[config.mk]
export PLATFORM = sky130hd
export DESIGN_NAME = pc_flat
export DESIGN_NICKNAME = d
export VERILOG_FILES = /design/src/rtl/pc_if.sv /design/src/rtl/pc.sv /design/src/flat_wrapper.sv
export SDC_FILE = /design/constraint.sdc
export NUM_CORES = 1
export LEC_CHECK = 0
export CORE_MARGIN = 2
export CORE_UTILIZATION = 38
export DETAILED_ROUTE_END_ITERATION = 6
export PLACE_DENSITY = 0.8
export SLEW_MARGIN = 20
export SYNTH_ARGS = -nofsm -noshare
export SYNTH_HDL_FRONTEND = slang
export SYNTH_SLANG_ARGS = --single-unit
[constraint.sdc]
create_clock -name clk -period 2.5 [get_ports clk]
set_input_delay 0.625 -clock clk [delete_from_list [all_inputs] [get_ports clk]]
set_output_delay 0.625 -clock clk [all_outputs]
set_load 0.005 [all_outputs]
[src/rtl/pc_if.sv]
// Program-counter bus: next-PC load request from the core's next-PC mux and
// the registered PC / PC+4 values returned to the fetch path.
// The misaligned flag exists only when PC_ALIGN_CHECK_EN is defined.
interface pc_if #(
  parameter int unsigned XLEN = 32
);
  logic            en;
  logic [XLEN-1:0] pc_in;
  logic [XLEN-1:0] pc_out;
  logic [XLEN-1:0] pc_plus4;
`ifdef PC_ALIGN_CHECK_EN
  logic            misaligned;
`endif

`ifdef PC_ALIGN_CHECK_EN
  modport master (output en, output pc_in, input pc_out, input pc_plus4, input misaligned);
  modport slave  (input en, input pc_in, output pc_out, output pc_plus4, output misaligned);
`else
  modport master (output en, output pc_in, input pc_out, input pc_plus4);
  modport slave  (input en, input pc_in, output pc_out, output pc_plus4);
`endif
endinterface

[src/rtl/pc.sv]
// Program-counter register for the single-cycle RISC-V core.
// Loads pc_in on each rising clk edge while en is high, holds otherwise.
// rst_n is an asynchronous ACTIVE-HIGH reset (the name is historical).
// Optional feature macro: PC_ALIGN_CHECK_EN -- forces loaded bits [1:0] to
// zero and adds a registered misaligned flag.
module pc #(
  parameter int unsigned     XLEN         = 32,
  parameter logic [XLEN-1:0] RESET_VECTOR = '0
) (
  input logic clk,
  input logic rst_n,
  pc_if.slave bus
);

  logic [XLEN-1:0] pc_q;
  logic [XLEN-1:0] load_val;

`ifdef PC_ALIGN_CHECK_EN
  logic mis_q;

  // Word-align the incoming next-PC value.
  always_comb begin
    load_val = {bus.pc_in[XLEN-1:2], 2'b00};
  end

  // Flag records whether the last accepted pc_in was misaligned.
  always_ff @(posedge clk or posedge rst_n) begin
    if (rst_n)
      mis_q <= 1'b0;
    else if (bus.en)
      mis_q <= |bus.pc_in[1:0];
  end

  assign bus.misaligned = mis_q;
`else
  // Next-PC value loads unmodified.
  always_comb begin
    load_val = bus.pc_in;
  end
`endif

  // PC register: async reset to the reset vector, load when enabled.
  always_ff @(posedge clk or posedge rst_n) begin
    if (rst_n)
      pc_q <= RESET_VECTOR;
    else if (bus.en)
      pc_q <= load_val;
  end

  assign bus.pc_out   = pc_q;
  assign bus.pc_plus4 = pc_q + XLEN'(4);

endmodule

[src/flat_wrapper.sv]
// flat-port wrapper written by rule: the top's interface ports become plain ports
module pc_flat 
#(
  parameter int unsigned     XLEN         = 32,
  parameter logic [XLEN-1:0] RESET_VECTOR = '0
)
  (clk, rst_n, bus_en, bus_pc_in, bus_pc_out, bus_pc_plus4);
  pc_if #(.XLEN(XLEN)) bus_i ();
  input logic clk;
  input logic rst_n;
  input wire logic [$bits(bus_i.en)-1:0] bus_en;
  input wire logic [$bits(bus_i.pc_in)-1:0] bus_pc_in;
  output wire logic [$bits(bus_i.pc_out)-1:0] bus_pc_out;
  output wire logic [$bits(bus_i.pc_plus4)-1:0] bus_pc_plus4;
  assign bus_i.en = bus_en;
  assign bus_i.pc_in = bus_pc_in;
  assign bus_pc_out = bus_i.pc_out;
  assign bus_pc_plus4 = bus_i.pc_plus4;
  pc #(.XLEN(XLEN), .RESET_VECTOR(RESET_VECTOR)) u_core (.clk(clk), .rst_n(rst_n), .bus(bus_i));
endmodule
-- Yosys cells after proc, flatten, opt, wreduce, memory -nomap -nowiden
Index checks and enable logic that the tools add are counted.
- word-level logic and storage cells: 2
- bits in registers: 32
- $add $sub $neg: 1
- operators with widths (operator ; count):
    adder 32 x 3 -> 32 bit, second input constant ; 1

-- Logic depth before layout (Yosys ltp)
- word-level depth: 1
- mapped depth: 5
- depth with buffers taken out: 5

-- Least setup slack after synthesis
Ideal clock, no wire load.
- path kind: reg2out
- start: reg u_core.pc_q[2], in the netlist u_core.bus.pc_out[2]
- end: out bus_pc_plus4[22]
- stages on the path, launching flop included: 6
- path slack: 414 ps
- arrival time: 1461 ps
- cell sequence: dfrtp_1 ha_1 nand3_1 nor4_4 nand4_1 xnor2_1
- word-level cells in the longest chain between the ends: 1
- RTL lines (item ; RTL line ; text):
    start, declared ; pc.sv:15 ; logic [XLEN-1:0] pc_q;
    start signal, assigned ; pc.sv:47 ; pc_q <= load_val;
    adder 32 x 3 -> 32 bit ; pc.sv:51 ; assign bus.pc_plus4 = pc_q + XLEN'(4);
    end, declared ; flat_wrapper.sv:14 ; output wire logic [$bits(bus_i.pc_plus4)-1:0] bus_pc_plus4;
Every way passes these cells.

-- Final worst setup path
- start: reg u_core.pc_q[3], in the netlist u_core.bus.pc_out[3]
- end: out bus_pc_plus4[27]
The elaborated chain is that of the path after synthesis.

==> metrics.yaml <==
cts:
  cts_tree: "built"
  clk_pin_slew_worst_paths_ps: 70
  clockBufferDepth: 2
  cts_hold_buf: 0
  insertion_delay_ps: 280
  numCtsBuffers: 5
  root_buffer: "clkbuf_8"
  htree_levels: 2
  cts.sinks: 32
run_status:
  violations: "negative setup slack"
  status: "finished with violations"
sta:
  hold_viol: 0
  tns_ps: -165
  whs_ps: 539
  rsz0062_at_grt: "yes"
  skew_ps: 0
  slew_headroom: 0.705
  slew_violations: 0
  worst_slew_pin_slew_ps: 442
  period_share: 1.02
  finalWorstPathRequiredPeriod_ps: 2550
  worst_slack_ps: -49.2
  fmax_mhz: 392
  setup_violations: 4
drt:
  wirelength_um: 5580
  num_vias: 1780
  postRouteAntennaNets: 0
  dr.pass1.iters: 4
  post_drt_wl_per_cell_um: 15.8
  drc_errors: 0
  viasPerCell: 5.04
  first_iter_violations: 41
pwr:
  switching_share: 0.270
  p_seq_frac: 0.376
  power_density_mw_per_mm2: 495
  finalPower_mw: 1.64
  intPower_mw: 1.20
  leakage_nw: 1.44
  clockPowerShare: 0.301
  p_sw_uw: 443
  peakVddDrop_uv: 333
  combPwrFrac: 0.323
die:
  start_util: 0.399
  coreArea_mm2: 0.00441
  die_h_um: 72.1
  row_count: 24
  num_io_pins: 99
  die_area_mm2: 0.00520
  die_x_um: 72.1
yosys:
  syn_nets: 189
  ys_seq_elements: 32
  yosysUniqueCellTypes: 22
  avgSynthCellArea_um2: 11.5
  ys_warn_count: 0
  syn-instance-count: 153
  synth_seq_area_share: 0.455
  syn-cell-area_mm2: 0.00176
setup_path:
  cp-end-kind: "output port"
  crit_slowest_cell: "dfrtp_1"
  cp.depth: 8
  worstPathMaxFanout: 5
  reg2reg_depth: 3
  start_kind: "flip-flop"
  startpoint: "u_core.bus.pc_out[3]$_DFFE_PP0P_"
  r2r_end: "u_core.bus.pc_out[7]$_DFFE_PP0P_"
  r2r-start: "u_core.bus.pc_out[7]$_DFFE_PP0P_"
  critical_path.endpoint: "bus_pc_plus4[27]"
  critPathTopFamily: "buffers and inverters"
  required_ps: 1880
  r2r_slack_ps: 1430
  worstPathArrival_ps: 1920
  critical-path-max-stage-delay_ps: 410
  cp_common_cell: "buf_4"
  path_cells: "buf_6 -> nand4_1 -> nor4_4 -> buf_4 -> buf_4 -> nand3_2 -> xnor2_1 -> buf_2"
  crit_buf_inv: 4
  path_class: "reg2out"
flow_run:
  drv_cap: 0
global_route:
  grt.total_usage: 0.211
  use_met1: 0.245
  grt_pass1_vias: 1804
  top_usage_layer: "met2"
  gr-usage-met2: 0.369
  grt-ovfl-total: 0
  grt_max_degree: 37
  use_met3: 0.0625
  grt_pass1_wl_um: 8620
  antenna_found_initial: 0
cells_and_area:
  layout-drive-gt1-share: 0.395
  final_area_mm2: 0.00332
  multiInputGateArea_mm2: 0.00103
  antenna-diode-count: 0
  nNetsFinal: 336
  largest_reg_flops: 32
  fillers: 299
  synthToLayoutAreaGrowth_pct: 88.4
  regArea_um2: 801
place:
  place_area_mm2: 0.00304
  post-dp-hpwl_um: 3750
  dpl_worst_slack_ps: 3.00
  place.gp.congestion: 0.777
  portBuffers: 98
hold_path:
  hold_path_class: "reg2reg"
-- worst min path at each step --
| stage | start | depth (start not counted) | to | slack, ps |
|---|---|---|---|---|
| final | u_core.bus.pc_out[1]$_DFFE_PP0P_ | 1 | u_core.bus.pc_out[1]$_DFFE_PP0P_ | 540 |
| after detailed placement | u_core.bus.pc_out[0]$_DFFE_PP0P_ | 1 | u_core.bus.pc_out[0]$_DFFE_PP0P_ | 520 |
| after floorplan | u_core.bus.pc_out[0]$_DFFE_PP0P_ | 1 | u_core.bus.pc_out[0]$_DFFE_PP0P_ | 530 |
| after CTS | u_core.bus.pc_out[1]$_DFFE_PP0P_ | 1 | u_core.bus.pc_out[1]$_DFFE_PP0P_ | 550 |
| after global routing | u_core.bus.pc_out[1]$_DFFE_PP0P_ | 1 | u_core.bus.pc_out[1]$_DFFE_PP0P_ | 570 |
| after global placement | u_core.bus.pc_out[1]$_DFFE_PP0P_ | 1 | u_core.bus.pc_out[1]$_DFFE_PP0P_ | 530 |
-- synth_stat cells --
master | n | share of area
nand2_1 | 12 | 0.026
xnor2_1 | 23 | 0.11
mux2_2 | 28 | 0.18
nand4_1 | 9 | 0.032
and4_1 | 4 | 0.020
and3_1 | 1 | 0.0036
dfrtp_1 | 32 | 0.45
nor4_1 | 1 | 0.0036
nor4b_2 | 1 | 0.0085
nand4_2 | 1 | 0.0071
clkbuf_1 | 2 | 0.0043
xor2_1 | 5 | 0.025
o21ai_0 | 4 | 0.011
buf_4 | 2 | 0.0085
nand4_4 | 1 | 0.012
nor4_4 | 2 | 0.024
inv_1 | 5 | 0.011
ha_1 | 1 | 0.0071
nor3_1 | 1 | 0.0028
nand3_1 | 11 | 0.031
buf_1 | 2 | 0.0043
nor2_1 | 5 | 0.011
-- final cells by class --
class / instances / share of cell area
clock buffers: 6 / 0.0219
clock inverters: 2 / 0.0106
inverters: 5 / 0.00565
multi-input cells: 110 / 0.309
flip-flops and latches: 32 / 0.241
well taps: 52 / 0.0196
repair buffers: 146 / 0.392
-- worst register-to-register path, stage by stage, from the launching register on --
cell and delay, ps:
dfrtp_1 420, buf_4 150, buf_4 140, mux2_2 250
-- power by group through the flow --
stage | registers [mW] | clock network, mW | logic [mW]
after detailed placement | 0.624 | 0 | 0.534
after CTS | 0.617 | 0.498 | 0.530
after global placement | 0.620 | 0 | 0.527
final | 0.618 | 0.495 | 0.531
after global routing | 0.625 | 0.528 | 0.570
after floorplan | 0.650 | 0 | 0.145
-- through the flow --
stage / std cells / utilization
after CTS: 350 / 0.737
after global placement: 330 / 0.688
after global routing: 353 / 0.752
after floorplan: 153 / -
final: 353 / 0.752
after detailed placement: 330 / 0.688
-- what timing repair did --
| action | CTS | global route |
|---|---|---|
| buffers inserted | 12 | 5 |
| gates resized for setup | 64 | 42 |
| pin swaps | 9 | 22 |
| endpoints found under the setup margin | 24 | 21 |
-- metal layers --
layer | vias up | share of wire | wire length, um
met1 | 866 | 0.40 | 2200
li1 | 839 | - | -
met2 | 66 | 0.52 | 2910
met3 | 9 | 0.067 | 372
met4 | 0 | 0.017 | 94
met5 | - | 0 | 0
-- cells by family (layout without fill, tap and decap cells) --
| kind of cell | Yosys count | count (layout) | synth area share |
|---|---|---|---|
| flip-flops | 32 | 32 | 0.455 |
| AO/OA/AOI/OAI | 4 | 4 | 0.0114 |
| multiplexers | 28 | 28 | 0.179 |
| buffers and inverters | 11 | 159 | 0.0277 |
| AND/OR/NAND/NOR | 49 | 49 | 0.181 |
| adder cells (fa/ha/maj) | 1 | 1 | 0.00710 |
| XOR/XNOR | 28 | 28 | 0.139 |
-- placed cells by master, fill, tap and decap left out, types with 3 or more instances in the layout --
cell             netlist  routed
buf_4                  2      39
mux2_2                28      28
dlymetal6s2s_1         0       4
nand2_1               12      11
dlygate4sd2_1          0       6
buf_6                  0       8
nor4_4                 2       3
clkbuf_8               0       5
inv_1                  5       5
nand3_1               11       5
xor2_1                 5       5
xnor2_1               23      22
buf_2                  0      16
dfrtp_1               32      32
nand3_2                0       4
clkdlybuf4s50_1        0      71
nand4_1                9       9
nor2_1                 5       3
and4_1                 4       3
o21ai_0                4       4
Power figures use the tool's default switching activity.
